### config.mk
export PLATFORM = sky130hd
export DESIGN_NAME = encode_session_ctrl
export DESIGN_NICKNAME = d
export VERILOG_FILES = /design/src/rtl/encode_session_ctrl.sv
export SDC_FILE = /design/constraint.sdc
export NUM_CORES = 1
export LEC_CHECK = 0
export ABC_CLOCK_PERIOD_IN_PS = 2900
export CAP_MARGIN = 10
export CORE_MARGIN = 4
export CORE_UTILIZATION = 29
export DETAILED_ROUTE_END_ITERATION = 12
export GPL_ROUTABILITY_DRIVEN = 0
export PLACE_DENSITY = 0.52
export SYNTH_ARGS = -nofsm -noshare
export SYNTH_HDL_FRONTEND = slang
export SYNTH_SLANG_ARGS = --single-unit
### constraint.sdc
create_clock -name clk -period 2.9 [get_ports clk]
set_input_delay 0.435 -clock clk [delete_from_list [all_inputs] [get_ports clk]]
set_output_delay 0.435 -clock clk [all_outputs]
set_load 0.005 [all_outputs]
### src/rtl/encode_session_ctrl.sv
// encode_session_ctrl: collects a 4-byte payload from the UART receiver and
// streams its 32 bits one per clock into the convolutional encoder. It packs
// the 2-bit encoder outputs into a 64-bit coded word, then, on send, plays the
// 8 coded bytes back through the UART transmitter, LSB byte first.
//
// state      | meaning
// -----------+---------------------------------------------------------------
// COLLECT    | capturing payload bytes, rx_count = bytes held so far
// ENCODE     | streaming payload bits to the encoder, capturing coded pairs
// DONE       | coded word valid, waiting for send
// SEND_LOAD  | byte byte_idx queued; tx_start issued once the transmitter idles
// SEND_WAIT  | byte in flight; one blind cycle, then wait for tx_busy low
//
// tx_start is a registered output, so the start for the next byte is issued
// one cycle early: whenever the FSM moves into SEND_LOAD having just seen
// tx_busy low, tx_start and tx_data are loaded on that same edge. The
// transmitter only raises tx_busy in response to our own tx_start, so
// tx_busy low in one cycle guarantees it is still low in the next.
module encode_session_ctrl #(
   parameter int unsigned ENC_LATENCY = 1
) (
   input  logic       clk,
   input  logic       rst,
   input  logic       rx_data_ready,
   input  logic [7:0] rx_data,
   input  logic       clear,
   input  logic       send,
   output logic       enc_bit,
   input  logic [1:0] enc_out,
   output logic       tx_start,
   output logic [7:0] tx_data,
   input  logic       tx_busy,
   output logic [2:0] rx_count,
   output logic       done,
   output logic       active,
   output logic       rx_drop
);

   localparam logic [2:0] ST_COLLECT   = 3'd0;
   localparam logic [2:0] ST_ENCODE    = 3'd1;
   localparam logic [2:0] ST_DONE      = 3'd2;
   localparam logic [2:0] ST_SEND_LOAD = 3'd3;
   localparam logic [2:0] ST_SEND_WAIT = 3'd4;

   // ENCODE runs from t = 0 to t = 31 + ENC_LATENCY; the last capture ends it.
   localparam logic [5:0] LAT    = 6'(ENC_LATENCY);
   localparam logic [5:0] LAST_T = 6'(31 + ENC_LATENCY);

   logic [2:0]  state;
   logic [2:0]  state_nxt;
   logic [31:0] payload;
   logic [63:0] coded;
   logic [5:0]  bit_idx;
   logic [2:0]  byte_idx;
   logic [2:0]  byte_nxt;
   logic        wait_first;
   logic [4:0]  cap_idx;
   logic [4:0]  bit_nxt;

   assign byte_nxt = byte_idx + 3'd1;
   assign cap_idx  = bit_idx[4:0] - LAT[4:0];
   assign bit_nxt  = bit_idx[4:0] + 5'd1;

   // Next-state decode; clear overrides every transition.
   always_comb begin
      state_nxt = state;
      case (state)
         ST_COLLECT:   if (rx_data_ready && rx_count == 3'd3) state_nxt = ST_ENCODE;
         ST_ENCODE:    if (bit_idx == LAST_T) state_nxt = ST_DONE;
         ST_DONE:      if (send) state_nxt = ST_SEND_LOAD;
         ST_SEND_LOAD: if (tx_start) state_nxt = ST_SEND_WAIT;
         ST_SEND_WAIT: begin
            if (!wait_first && !tx_busy)
               state_nxt = (byte_idx == 3'd7) ? ST_COLLECT : ST_SEND_LOAD;
         end
         default:      state_nxt = ST_COLLECT;
      endcase
      if (clear) state_nxt = ST_COLLECT;
   end

   // State register plus all datapath registers and registered outputs.
   always_ff @(posedge clk) begin
      if (rst) begin
         state      <= ST_COLLECT;
         active     <= 1'b0;
         rx_count   <= 3'd0;
         done       <= 1'b0;
         rx_drop    <= 1'b0;
         tx_start   <= 1'b0;
         tx_data    <= 8'h00;
         enc_bit    <= 1'b0;
         payload    <= 32'h0;
         coded      <= 64'h0;
         bit_idx    <= 6'd0;
         byte_idx   <= 3'd0;
         wait_first <= 1'b0;
      end else begin
         state  <= state_nxt;
         active <= (state_nxt == ST_ENCODE) || (state_nxt == ST_SEND_LOAD) ||
                   (state_nxt == ST_SEND_WAIT);
         if (clear) begin
            // payload and coded are kept; an in-flight byte finishes on its own.
            rx_count   <= 3'd0;
            done       <= 1'b0;
            rx_drop    <= 1'b0;
            tx_start   <= 1'b0;
            enc_bit    <= 1'b0;
            bit_idx    <= 6'd0;
            wait_first <= 1'b0;
         end else begin
            tx_start <= 1'b0;
            enc_bit  <= 1'b0;
            if (rx_data_ready && state != ST_COLLECT) rx_drop <= 1'b1;
            case (state)
               ST_COLLECT: begin
                  if (rx_data_ready) begin
                     payload[{rx_count[1:0], 3'b000} +: 8] <= rx_data;
                     rx_count <= rx_count + 3'd1;
                     if (rx_count == 3'd3) begin
                        bit_idx <= 6'd0;
                        enc_bit <= payload[0];
                     end
                  end
               end
               ST_ENCODE: begin
                  enc_bit <= (bit_idx < 6'd31) ? payload[bit_nxt] : 1'b0;
                  if (bit_idx >= LAT) coded[{cap_idx, 1'b0} +: 2] <= enc_out;
                  if (bit_idx == LAST_T) begin
                     done    <= 1'b1;
                     bit_idx <= 6'd0;
                  end else begin
                     bit_idx <= bit_idx + 6'd1;
                  end
               end
               ST_DONE: begin
                  if (send) begin
                     byte_idx <= 3'd0;
                     if (!tx_busy) begin
                        tx_start <= 1'b1;
                        tx_data  <= coded[7:0];
                     end
                  end
               end
               ST_SEND_LOAD: begin
                  if (tx_start) begin
                     wait_first <= 1'b1;
                  end else if (!tx_busy) begin
                     tx_start <= 1'b1;
                     tx_data  <= coded[{byte_idx, 3'b000} +: 8];
                  end
               end
               ST_SEND_WAIT: begin
                  if (wait_first) begin
                     wait_first <= 1'b0;
                  end else if (!tx_busy) begin
                     if (byte_idx == 3'd7) begin
                        rx_count <= 3'd0;
                        done     <= 1'b0;
                     end else begin
                        byte_idx <= byte_nxt;
                        tx_start <= 1'b1;
                        tx_data  <= coded[{byte_nxt, 3'b000} +: 8];
                     end
                  end
               end
               default: ;
            endcase
         end
      end
   end

endmodule

==> results of run 1 <==
==> power by group <==
group	internal, uW	switching [uW]
registers	1720	3.95
clock network	1220	859
logic	50.1	82.3
total	2990	945
==> metrics by stage <==
stage	hold WS, ps	instances
after global placement	439	1128
final	451	1160
after global routing	473	1160
after detailed placement	443	1128
after floorplan	429	783
after CTS	452	1160
==> registers in the layout, indices dropped and copies added (netlist names), 3 cells and up <==
name and count:
tx_data 8, state 3, coded 64, byte_idx 3, bit_idx 6, rx_count 3, payload 32
==> logic make-up (layout without fill, tap and decap cells) <==
| kind of cell | Yosys count | count (layout) | synth area share (%) |
|---|---|---|---|
| simple gates | 335 | 335 | 24.8 |
| compound gates | 143 | 143 | 13.7 |
| xor+xnor | 18 | 18 | 2.52 |
| buf+inv | 60 | 118 | 3.67 |
| fa+ha+maj | 19 | 19 | 3.47 |
| mux | 83 | 83 | 15.4 |
| flops | 125 | 125 | 36.5 |
==> worst min-delay path by stage <==
| stage | depth (start not counted) | slack, ps | startpoint | end |
|---|---|---|---|---|
| floorplan | 2 | 430 | payload[12] | payload[12] |
| global placement | 2 | 440 | payload[3] | payload[3] |
| detailed placement | 2 | 440 | payload[21] | payload[21] |
| CTS | 2 | 450 | payload[21] | payload[21] |
| global route | 2 | 470 | payload[12] | payload[12] |
| finish | 2 | 450 | payload[11] | payload[11] |
==> cell type report <==
class | instances | area (um2) | area share, %
clock inverter | 14 | 134 | 1.62
clock buffer | 18 | 439 | 5.32
tap | 319 | 399 | 4.83
inverter | 18 | 67.6 | 0.818
multi-input combinational | 598 | 4120 | 49.8
timing repair buffer | 68 | 598 | 7.24
sequential | 125 | 2500 | 30.3
==> synthesized netlist by cell type (10+ instances only) <==
cell type	n
sky130_fd_sc_hd__nor2b_1	28
sky130_fd_sc_hd__a21oi_1	51
sky130_fd_sc_hd__mux4_2	16
sky130_fd_sc_hd__dfxtp_1	125
sky130_fd_sc_hd__and2_1	12
sky130_fd_sc_hd__nor2_1	58
sky130_fd_sc_hd__inv_1	17
sky130_fd_sc_hd__mux2i_1	47
sky130_fd_sc_hd__nand2b_1	47
sky130_fd_sc_hd__mux2_2	10
sky130_fd_sc_hd__clkbuf_1	30
sky130_fd_sc_hd__o21ai_0	19
sky130_fd_sc_hd__o21ai_1	11
sky130_fd_sc_hd__nand3_1	54
sky130_fd_sc_hd__nor3_1	22
sky130_fd_sc_hd__nand2_1	77
sky130_fd_sc_hd__ha_1	19
==> metal layers <==
layer  vias to the layer above  global-route usage [%]
met4                         0                    4.46
met3                        17                    3.17
met5                         -                       0
met2                        97                    23.3
li1                       2872                       -
met1                      2656                    19.7
==> critical path: stages, from the launching register on <==
cell	delay [ps]
sky130_fd_sc_hd__dfxtp_1	310
sky130_fd_sc_hd__inv_1	170
sky130_fd_sc_hd__ha_1	280
sky130_fd_sc_hd__nor3b_1	350
sky130_fd_sc_hd__xnor2_1	300
sky130_fd_sc_hd__o21ai_1	230
sky130_fd_sc_hd__a2111oi_2	430
sky130_fd_sc_hd__buf_4	190
sky130_fd_sc_hd__mux2i_1	170
sky130_fd_sc_hd__nor2_1	50
==> impl_metrics.prom, run 1 <==
# TYPE chip_impl_metric gauge
chip_impl_info{name="grt_setup_unrepaired",value="false"} 1
chip_impl_metric{name="max_freq",unit="MHz"} 383
chip_impl_metric{name="clkLatencyLatePin",unit="ps"} 430
chip_impl_metric{name="finalSetupTns",unit="ps"} 0
chip_impl_metric{name="critical_path_peak_fanout",unit=""} 6
chip_impl_metric{name="antennaDiodeCount",unit=""} 0
chip_impl_metric{name="synth.lib_cells_used.distinct",unit=""} 67
chip_impl_metric{name="hpwlAfterDp",unit="um"} 13100
chip_impl_metric{name="numCtsBuffers",unit=""} 17
chip_impl_info{name="synthFlopType",value="sky130_fd_sc_hd__dfxtp_1"} 1
chip_impl_info{name="critPathCapture",value="coded[16]"} 1
chip_impl_metric{name="fin_util",unit="%"} 35.3
chip_impl_metric{name="asyncSetResetFlopFracSynth",unit="%"} 0
chip_impl_metric{name="route.detailed.drc",unit=""} 0
chip_impl_metric{name="power.leakage",unit="uW"} 0.00300
chip_impl_metric{name="drt-met1-wl",unit="um"} 9010
chip_impl_metric{name="critPathRequiredTime",unit="ps"} 3190
chip_impl_info{name="maxUsedRoutingLayer",value="met4"} 1
chip_impl_info{name="cts_tree",value="built"} 1
chip_impl_info{name="setup.worst_path.start",value="bit_idx[1]"} 1
chip_impl_metric{name="report.final.slew_viol_count",unit=""} 0
chip_impl_info{name="most-common-layout-cells",value="125 x sky130_fd_sc_hd__dfxtp_1, 77 x sky130_fd_sc_hd__nand2_1, 58 x sky130_fd_sc_hd__nor2_1"} 1
chip_impl_metric{name="grt_first_pass_wirelength",unit="um"} 30300
chip_impl_info{name="synth_area_leader_cell",value="sky130_fd_sc_hd__dfxtp_1"} 1
chip_impl_metric{name="cts_setup_buffers",unit=""} 0
chip_impl_metric{name="synth.ff_latch_count",unit=""} 125
chip_impl_metric{name="track_usage",unit="%"} 14.6
chip_impl_metric{name="placement.cell_area",unit="um2"} 7680
chip_impl_metric{name="drv_cap",unit=""} 0
chip_impl_metric{name="design_power_total",unit="uW"} 3930
chip_impl_metric{name="cts.hold.buffers_added",unit=""} 0
chip_impl_metric{name="finish.instance_area",unit="um2"} 8260
chip_impl_metric{name="drive_gt1_share",unit="%"} 13.6
chip_impl_metric{name="dr_wl_met2",unit="um"} 8610
chip_impl_info{name="worstSetupStartpointType",value="flip-flop"} 1
chip_impl_metric{name="synthesis.area_per_instance",unit="um2"} 8.76
chip_impl_metric{name="postRouteAntennaNets",unit=""} 0
chip_impl_metric{name="clock-skew-final",unit="ps"} 8.59
chip_impl_metric{name="wl_per_cell",unit="um"} 16.1
chip_impl_metric{name="drt-vias-per-instance",unit=""} 4.86
chip_impl_metric{name="fp.coreArea",unit="um2"} 23400
chip_impl_info{name="outcome",value="finished clean"} 1
chip_impl_metric{name="largest_net_degree_at_the_start_of_global_routing",unit=""} 50
chip_impl_metric{name="rrSetupSlack",unit="ps"} 290
chip_impl_info{name="worst-setup-path-type",value="flip-flop to flip-flop"} 1
chip_impl_metric{name="max_slew_margin",unit="%"} 61.8
chip_impl_metric{name="cp.arrival",unit="ps"} 2900
chip_impl_metric{name="floorplan.io_pins",unit=""} 32
chip_impl_info{name="netlist_top_cells_area",value="sky130_fd_sc_hd__dfxtp_1 36%, sky130_fd_sc_hd__mux2i_1 6.9%, sky130_fd_sc_hd__mux4_2 5.3%, sky130_fd_sc_hd__nand2b_1 4.3%, sky130_fd_sc_hd__nand2_1 4.2%"} 1
chip_impl_metric{name="drt_pass1_iterations",unit=""} 4
chip_impl_metric{name="min_period_over_period",unit="%"} 89.9
chip_impl_info{name="mostFrequentLayoutCell",value="sky130_fd_sc_hd__dfxtp_1"} 1
chip_impl_metric{name="routed_wl",unit="um"} 18600
chip_impl_info{name="crit-reg2reg-launch",value="bit_idx[1]"} 1
chip_impl_metric{name="detailroute.wirelength.met3",unit="um"} 730
chip_impl_metric{name="synthesis.instances",unit=""} 783
chip_impl_metric{name="setup_viol",unit=""} 0
chip_impl_metric{name="grt_pass1_vias",unit=""} 5569
chip_impl_metric{name="hold_viol",unit=""} 0
chip_impl_metric{name="drt_iter0_drc",unit=""} 317
chip_impl_metric{name="syn_area",unit="um2"} 6860
chip_impl_metric{name="cts_max_path_buffers",unit=""} 2
chip_impl_metric{name="cellPowerDensity",unit="nW/um2"} 476
chip_impl_metric{name="netlist.area_leader.share",unit="%"} 36.5
chip_impl_metric{name="postSynthNetCount",unit=""} 818
chip_impl_metric{name="synthesis.yosys.warnings",unit=""} 0
chip_impl_info{name="clock-root-buffer",value="sky130_fd_sc_hd__clkbuf_16"} 1
chip_impl_metric{name="die_h",unit="um"} 162
chip_impl_metric{name="final.setup.worst_slack",unit="ps"} 292
chip_impl_info{name="crit_path_end_kind",value="flip-flop"} 1
chip_impl_metric{name="tritoncts_num_sinks",unit=""} 125
chip_impl_metric{name="cts-htree-levels",unit=""} 4
chip_impl_metric{name="floorplan.rows",unit=""} 56
chip_impl_metric{name="post_cts.resized_instances",unit=""} 0
chip_impl_info{name="type_of_the_most_critical_hold_path",value="flip-flop to flip-flop"} 1
chip_impl_metric{name="vias",unit=""} 5642
chip_impl_metric{name="irDropWorstVdd",unit="V"} 0.000299
chip_impl_metric{name="antenna_found_initial",unit=""} 0
chip_impl_info{name="r2r-end",value="coded[16]"} 1
chip_impl_metric{name="dp_worst_setup_slack",unit="ps"} 41.2
chip_impl_metric{name="die_area",unit="um2"} 26200
chip_impl_metric{name="area_growth",unit="%"} 20.3
chip_impl_metric{name="synth_sequential_area_ratio",unit="%"} 36.5
chip_impl_metric{name="cts.clk_slew.worst_paths",unit="ps"} 60
chip_impl_metric{name="fillCellCount",unit=""} 2471
chip_impl_metric{name="design.final.nets",unit=""} 863
chip_impl_metric{name="port-buffer-count",unit=""} 31
chip_impl_metric{name="max_slew.worst_pin.slew",unit="ps"} 568
chip_impl_metric{name="ff2ff_path_depth",unit=""} 9
chip_impl_metric{name="final_critical_delay_including_setup_and_external_delays",unit="ps"} 2610
chip_impl_metric{name="initial_utilization",unit="%"} 29.3
chip_impl_metric{name="synth-edff-count",unit=""} 0
chip_impl_metric{name="chipWidth",unit="um"} 162
chip_impl_metric{name="grt.overflow.total",unit=""} 0
Power figures use the tool's default switching activity.
==> inputs of run 2 (changes only) <==
Settings changed: REMOVE_ABC_BUFFERS set to 1.
==> run 2 against run 1 <==
Setup slack improved by 38 ps. Critical path depth down 1. Non-clock buffer count shrank 1. Sequential power is essentially flat. Combinational power about the same. Clock skew increased by 1.7 ps. Total power up 3.0%. Flip-flop and latch count stayed put. Sequential share of layout area shrank 0.12 points. Critical path type unchanged. Critical endpoint unchanged.
==> impl_metrics.prom, run 2 (synthesis gave the netlist of run 1 again) <==
# TYPE chip_impl_metric gauge
chip_impl_metric{name="tritoncts_num_sinks",unit=""} 125
chip_impl_metric{name="drive_gt1_share",unit="%"} 13.5
chip_impl_metric{name="final.setup.worst_slack",unit="ps"} 330
chip_impl_metric{name="route.detailed.drc",unit=""} 0
chip_impl_metric{name="cts.hold.buffers_added",unit=""} 0
chip_impl_metric{name="design.final.nets",unit=""} 862
chip_impl_metric{name="port-buffer-count",unit=""} 31
chip_impl_metric{name="irDropWorstVdd",unit="V"} 0.000313
chip_impl_metric{name="fillCellCount",unit=""} 2468
chip_impl_metric{name="critPathRequiredTime",unit="ps"} 3190
chip_impl_metric{name="max_slew.worst_pin.slew",unit="ps"} 613
chip_impl_metric{name="cts.clk_slew.worst_paths",unit="ps"} 60
chip_impl_metric{name="setup_viol",unit=""} 0
chip_impl_info{name="mostFrequentLayoutCell",value="sky130_fd_sc_hd__dfxtp_1"} 1
chip_impl_metric{name="post_cts.resized_instances",unit=""} 0
chip_impl_metric{name="report.final.slew_viol_count",unit=""} 0
chip_impl_metric{name="drt_pass1_iterations",unit=""} 4
chip_impl_metric{name="antenna_found_initial",unit=""} 0
chip_impl_info{name="most-common-layout-cells",value="125 x sky130_fd_sc_hd__dfxtp_1, 77 x sky130_fd_sc_hd__nand2_1, 58 x sky130_fd_sc_hd__nor2_1"} 1
chip_impl_metric{name="die_h",unit="um"} 162
chip_impl_metric{name="finalSetupTns",unit="ps"} 0
chip_impl_metric{name="floorplan.rows",unit=""} 56
chip_impl_metric{name="cp.arrival",unit="ps"} 2860
chip_impl_metric{name="track_usage",unit="%"} 14.6
chip_impl_metric{name="grt_first_pass_wirelength",unit="um"} 30600
chip_impl_metric{name="wl_per_cell",unit="um"} 16.4
chip_impl_metric{name="largest_net_degree_at_the_start_of_global_routing",unit=""} 55
chip_impl_metric{name="share_of_total_power_in_combinational_logic",unit="%"} 3.3
chip_impl_metric{name="drt_iter0_drc",unit=""} 384
chip_impl_metric{name="hpwlAfterDp",unit="um"} 13400
chip_impl_metric{name="final_critical_delay_including_setup_and_external_delays",unit="ps"} 2570
chip_impl_metric{name="grt_pass1_vias",unit=""} 5694
chip_impl_metric{name="initial_utilization",unit="%"} 29.3
chip_impl_info{name="worst-setup-path-type",value="flip-flop to flip-flop"} 1
chip_impl_metric{name="critical_path_peak_fanout",unit=""} 6
chip_impl_info{name="clock-root-buffer",value="sky130_fd_sc_hd__clkbuf_16"} 1
chip_impl_metric{name="internal-power",unit="uW"} 3070
chip_impl_metric{name="power.leakage",unit="uW"} 0.00300
chip_impl_metric{name="fp.coreArea",unit="um2"} 23400
chip_impl_metric{name="drv_cap",unit=""} 0
chip_impl_metric{name="min_period_over_period",unit="%"} 88.6
chip_impl_metric{name="routed_wl",unit="um"} 19000
chip_impl_metric{name="cts-htree-levels",unit=""} 4
chip_impl_info{name="outcome",value="finished clean"} 1
chip_impl_metric{name="cts_max_path_buffers",unit=""} 2
chip_impl_metric{name="clkLatencyLatePin",unit="ps"} 420
chip_impl_metric{name="antennaDiodeCount",unit=""} 0
chip_impl_info{name="type_of_the_most_critical_hold_path",value="input port to flip-flop"} 1
chip_impl_metric{name="cellPowerDensity",unit="nW/um2"} 489
chip_impl_info{name="grt_setup_unrepaired",value="false"} 1
chip_impl_info{name="worstSetupStartpointType",value="flip-flop"} 1
chip_impl_metric{name="grt.overflow.total",unit=""} 0
chip_impl_metric{name="hold_viol",unit=""} 0
chip_impl_info{name="cts_tree",value="built"} 1
chip_impl_info{name="reg_with_most_ffs",value="coded"} 1
chip_impl_metric{name="pwr-share-clk",unit="%"} 54.1
chip_impl_metric{name="max_slew_margin",unit="%"} 58.8
chip_impl_metric{name="die_area",unit="um2"} 26200
chip_impl_metric{name="floorplan.io_pins",unit=""} 32
chip_impl_metric{name="dp_worst_setup_slack",unit="ps"} 113
chip_impl_metric{name="cts_setup_buffers",unit=""} 0
chip_impl_info{name="largest_registers",value="coded: 64 flops, payload: 32 flops, tx_data: 8 flops"} 1
chip_impl_metric{name="numCtsBuffers",unit=""} 17
chip_impl_metric{name="fin_util",unit="%"} 35.4
chip_impl_info{name="crit_path_end_kind",value="flip-flop"} 1
chip_impl_metric{name="area_growth",unit="%"} 20.8
chip_impl_metric{name="sw_frac_of_total",unit="%"} 24.3
chip_impl_metric{name="clock-skew-final",unit="ps"} 10.3
chip_impl_metric{name="total_switching_power",unit="uW"} 984
chip_impl_metric{name="max_freq",unit="MHz"} 389
chip_impl_metric{name="chipWidth",unit="um"} 162
chip_impl_metric{name="postRouteAntennaNets",unit=""} 0
chip_impl_metric{name="drt-vias-per-instance",unit=""} 4.92
chip_impl_metric{name="power.sequential.fraction",unit="%"} 42.6
chip_impl_metric{name="vias",unit=""} 5708
chip_impl_metric{name="largest_reg_flops",unit=""} 64
==> run 2: area by class of cell <==
cell class                 count  area, um2  area share [%]
clock buffer                  17        425            5.13
clock inverter                15        175            2.11
inverter                      18       67.6           0.815
multi-input combinational    598       4120            49.7
sequential                   125       2500            30.2
tap                          319        399            4.82
timing repair buffer          67        603            7.28
==> run 2: worst max-delay path, stage by stage (launching register included) <==
cell	delay (ps)
sky130_fd_sc_hd__dfxtp_1	310
sky130_fd_sc_hd__inv_1	160
sky130_fd_sc_hd__ha_1	290
sky130_fd_sc_hd__nor3b_1	340
sky130_fd_sc_hd__xnor2_1	290
sky130_fd_sc_hd__o21ai_1	220
sky130_fd_sc_hd__a2111oi_2	560
sky130_fd_sc_hd__mux2i_1	240
sky130_fd_sc_hd__nor2_1	50
==> run 2: per-layer routing <==
| layer | part of all wire, % | vias up | wire length [um] | global-route usage, % |
|---|---|---|---|---|
| met2 | 47 | 116 | 8920 | 23.8 |
| met5 | 0 | - | 0 | 0 |
| met1 | 46 | 2686 | 8780 | 19.2 |
| met4 | 2.3 | 0 | 437 | 5.15 |
| met3 | 4.6 | 29 | 875 | 3.27 |
| li1 | - | 2877 | - | - |
==> run 2: final timing paths <==
path / startpoint / slack, ps / end / cells after the start
max: bit_idx[1] / 330 / coded[16] / 8
min: rst / 420 / byte_idx[1] / 2
max reg2reg: bit_idx[1] / 330 / coded[16] / 8
min reg2reg: payload[15] / 450 / payload[15] / 2
==> run 2: metrics by stage <==
step | std cells | hold slack (ps) | area [um2] | power [uW]
6_report | 1159 | 424 | 8290 | 4050
5_1_grt | 1159 | 434 | 8290 | 4190
4_1_cts | 1159 | 413 | 8290 | 4090
3_5_place_dp | 1127 | 443 | 7690 | 1900
3_3_place_gp | 1127 | 437 | 7690 | 1900
2_1_floorplan | 741 | 423 | 6680 | 1810
==> run 2: power groups by stage <==
| stage | logic [uW] | registers [uW] | clock network, uW |
|---|---|---|---|
| after global routing | 146 | 1730 | 2310 |
| after floorplan | 49.3 | 1760 | 0 |
| final | 134 | 1730 | 2190 |
| after global placement | 135 | 1760 | 0 |
| after CTS | 134 | 1730 | 2230 |
| after detailed placement | 134 | 1760 | 0 |
==> inputs of run 3 (changes only) <==
Settings changed: CTS_CLUSTER_DIAMETER set to 150, PLACE_DENSITY 0.52 to unset, PLACE_DENSITY_LB_ADDON set to 0.25, SLEW_MARGIN set to 10.
==> run 3 against run 2 <==
Non-clock buffer count increased by 6. Die area unchanged. Global-route usage decreased by 0.071 points. Sequential share of layout area about the same. Clock power decreased by 4%. Total power decreased by 2.3%. Sequential power about the same. Utilization about the same. Cell count increased by 0.52%. Clock-buffer cell count unchanged. Worst hold slack improved by 26 ps. Critical endpoint is now coded[46]. Largest power group unchanged. Highest routed layer unchanged.
==> impl_metrics.prom, run 3 (synthesis gave the netlist of run 1 again) <==
# TYPE chip_impl_metric gauge
chip_impl_info{name="outcome",value="finished clean"} 1
chip_impl_info{name="critical-path-top-cell-by-count",value="sky130_fd_sc_hd__buf_4"} 1
chip_impl_metric{name="multi_input_area",unit="um2"} 4120
chip_impl_metric{name="storage_cell_area",unit="um2"} 2500
chip_impl_metric{name="numCtsBuffers",unit=""} 17
chip_impl_metric{name="area_growth",unit="%"} 21.0
chip_impl_metric{name="largest_net_degree_at_the_start_of_global_routing",unit=""} 50
chip_impl_info{name="crit_chain",value="inv_1, ha_1, nor3b_1, xnor2_1, buf_4, nor3_1, a21oi_1, buf_4, nand2b_1, mux2_1"} 1
chip_impl_metric{name="grt_pass1_vias",unit=""} 5679
chip_impl_metric{name="floorplan.io_pins",unit=""} 32
chip_impl_metric{name="wl_per_cell",unit="um"} 16.0
chip_impl_metric{name="port-buffer-count",unit=""} 31
chip_impl_metric{name="critical_path_peak_fanout",unit=""} 10
chip_impl_metric{name="die_h",unit="um"} 162
chip_impl_metric{name="drt_iter0_drc",unit=""} 442
chip_impl_metric{name="track_usage",unit="%"} 14.6
chip_impl_metric{name="report.final.slew_viol_count",unit=""} 0
chip_impl_metric{name="drt_pass1_iterations",unit=""} 4
chip_impl_info{name="clock-root-buffer",value="sky130_fd_sc_hd__clkbuf_16"} 1
chip_impl_metric{name="irDropWorstVdd",unit="V"} 0.000265
chip_impl_metric{name="drv_cap",unit=""} 0
chip_impl_metric{name="routed_wl",unit="um"} 18700
chip_impl_metric{name="floorplan.rows",unit=""} 56
chip_impl_metric{name="share_of_total_power_in_combinational_logic",unit="%"} 3.4
chip_impl_metric{name="total_switching_power",unit="uW"} 977
chip_impl_metric{name="grt.overflow.total",unit=""} 0
chip_impl_metric{name="max_freq",unit="MHz"} 392
chip_impl_metric{name="drt-vias-per-instance",unit=""} 4.92
chip_impl_metric{name="hpwlAfterDp",unit="um"} 13200
chip_impl_metric{name="vias",unit=""} 5732
chip_impl_metric{name="critPathRequiredTime",unit="ps"} 3210
chip_impl_metric{name="cts.hold.buffers_added",unit=""} 0
chip_impl_metric{name="worstSetupPathDepth",unit=""} 10
chip_impl_info{name="mostFrequentLayoutCell",value="sky130_fd_sc_hd__dfxtp_1"} 1
chip_impl_metric{name="max_slew.worst_pin.slew",unit="ps"} 656
chip_impl_metric{name="antenna_found_initial",unit=""} 0
chip_impl_info{name="crit-reg2reg-launch",value="bit_idx[1]"} 1
chip_impl_metric{name="design_power_total",unit="uW"} 3960
chip_impl_metric{name="timing.critical_path.buf_inv",unit=""} 3
chip_impl_info{name="reg_with_most_ffs",value="coded"} 1
chip_impl_metric{name="sw_frac_of_total",unit="%"} 24.7
chip_impl_metric{name="max_slew_margin",unit="%"} 55.8
chip_impl_info{name="worst-setup-path-type",value="flip-flop to flip-flop"} 1
chip_impl_metric{name="clock-skew-final",unit="ps"} 10.0
chip_impl_metric{name="drive_gt1_share",unit="%"} 14.1
chip_impl_metric{name="clkLatencyLatePin",unit="ps"} 420
chip_impl_metric{name="dp.cells",unit=""} 1133
chip_impl_info{name="largest_registers",value="coded: 64 flops, payload: 32 flops, tx_data: 8 flops"} 1
chip_impl_info{name="grt_setup_unrepaired",value="false"} 1
chip_impl_metric{name="ff2ff_path_depth",unit=""} 10
chip_impl_info{name="cts_tree",value="built"} 1
chip_impl_info{name="critPathCapture",value="coded[46]"} 1
chip_impl_metric{name="cts_setup_buffers",unit=""} 0
chip_impl_metric{name="cts-htree-levels",unit=""} 4
chip_impl_metric{name="antennaDiodeCount",unit=""} 0
chip_impl_metric{name="setup_viol",unit=""} 0
chip_impl_info{name="type_of_the_most_critical_hold_path",value="flip-flop to flip-flop"} 1
chip_impl_metric{name="initial_utilization",unit="%"} 29.3
chip_impl_metric{name="hold_viol",unit=""} 0
chip_impl_metric{name="cts_max_path_buffers",unit=""} 2
chip_impl_metric{name="chipWidth",unit="um"} 162
chip_impl_metric{name="final_critical_delay_including_setup_and_external_delays",unit="ps"} 2550
chip_impl_metric{name="fillCellCount",unit=""} 2491
chip_impl_info{name="slowest_stage",value="sky130_fd_sc_hd__nor3b_1"} 1
chip_impl_info{name="setup.worst_path.start",value="bit_idx[1]"} 1
chip_impl_metric{name="internal-power",unit="uW"} 2980
chip_impl_metric{name="layoutNonFillerInstCount",unit=""} 1165
chip_impl_info{name="most-common-layout-cells",value="125 x sky130_fd_sc_hd__dfxtp_1, 77 x sky130_fd_sc_hd__nand2_1, 58 x sky130_fd_sc_hd__nor2_1"} 1
chip_impl_metric{name="design.final.nets",unit=""} 868
chip_impl_metric{name="power.leakage",unit="uW"} 0.00302
chip_impl_info{name="r2r-end",value="coded[46]"} 1
chip_impl_metric{name="tritoncts_num_sinks",unit=""} 125
chip_impl_metric{name="power.sequential.fraction",unit="%"} 43.6
chip_impl_metric{name="min_period_over_period",unit="%"} 87.9
chip_impl_metric{name="cp.arrival",unit="ps"} 2860
chip_impl_metric{name="cellPowerDensity",unit="nW/um2"} 477
chip_impl_metric{name="route.detailed.drc",unit=""} 0
chip_impl_metric{name="pwr-share-clk",unit="%"} 53.0
chip_impl_metric{name="die_area",unit="um2"} 26200
chip_impl_info{name="crit_path_end_kind",value="flip-flop"} 1
chip_impl_metric{name="largest_reg_flops",unit=""} 64
chip_impl_metric{name="postRouteAntennaNets",unit=""} 0
chip_impl_metric{name="cts.clk_slew.worst_paths",unit="ps"} 60
chip_impl_info{name="path_delay_family",value="simple AND/OR/NAND/NOR gates"} 1
chip_impl_metric{name="post_cts.resized_instances",unit=""} 0
chip_impl_metric{name="grt_first_pass_wirelength",unit="um"} 30300
chip_impl_metric{name="rrSetupSlack",unit="ps"} 350
chip_impl_info{name="worstSetupStartpointType",value="flip-flop"} 1
chip_impl_metric{name="fp.coreArea",unit="um2"} 23400
chip_impl_metric{name="crit_path_max_incr_delay",unit="ps"} 370
[run 3: cell type report]
| class | count | area share [%] |
|---|---|---|
| Clock buffer | 17 | 5.13 |
| Clock inverter | 15 | 1.84 |
| Inverter | 18 | 0.814 |
| Multi-Input combinational cell | 598 | 49.6 |
| Sequential cell | 125 | 30.2 |
| Tap cell | 319 | 4.81 |
| Timing Repair Buffer | 73 | 7.66 |
[run 3: worst reg2reg max path: cells and delay by family, from the launching register on]
kind	cells	cell delay, ps
and+or+nand+nor	3	620
muxes	1	330
buffers and inverters	3	550
AOI/OAI and AO/OA	1	160
xor gates and xnor gates	1	180
DFF	1	310
adders and majority gates	1	310
[run 3: worst min path at each step]
stage	start	endpoint	slack, ps	cells after the start
after global placement	payload[17]	payload[17]	440	2
after floorplan	payload[12]	payload[12]	420	2
final	payload[15]	payload[15]	450	2
after detailed placement	payload[15]	payload[15]	440	2
after global routing	payload[20]	payload[20]	470	2
after CTS	payload[7]	payload[7]	450	2
[run 3: stage by stage]
| step | area, um2 | TNS [ps] | utilization (%) | hold slack (ps) | setup slack [ps] |
|---|---|---|---|---|---|
| 6_report | 8300 | 0 | 35.5 | 450 | 352 |
| 5_1_grt | 8300 | 0 | 35.5 | 471 | 152 |
| 4_1_cts | 8300 | 0 | 35.5 | 453 | 376 |
| 3_5_place_dp | 7720 | 0 | 33.0 | 444 | 124 |
| 3_3_place_gp | 7720 | 0 | 33.0 | 439 | 150 |
| 2_1_floorplan | 6680 | -10950 | - | 423 | -503 |
[run 3: routing by layer]
metal / wire length, um / GRT usage, %
met4: 240 / 3.69
met1: 9080 / 19.1
met3: 581 / 3.15
met5: 0 / 0
met2: 8780 / 24.5
[run 3: power groups by stage]
| stage | sequential (uW) | combinational [uW] | clock (uW) |
|---|---|---|---|
| floorplan | 1760 | 49.3 | 0 |
| global placement | 1760 | 134 | 0 |
| detailed placement | 1760 | 133 | 0 |
| CTS | 1730 | 134 | 2150 |
| global route | 1730 | 147 | 2230 |
| finish | 1730 | 133 | 2100 |
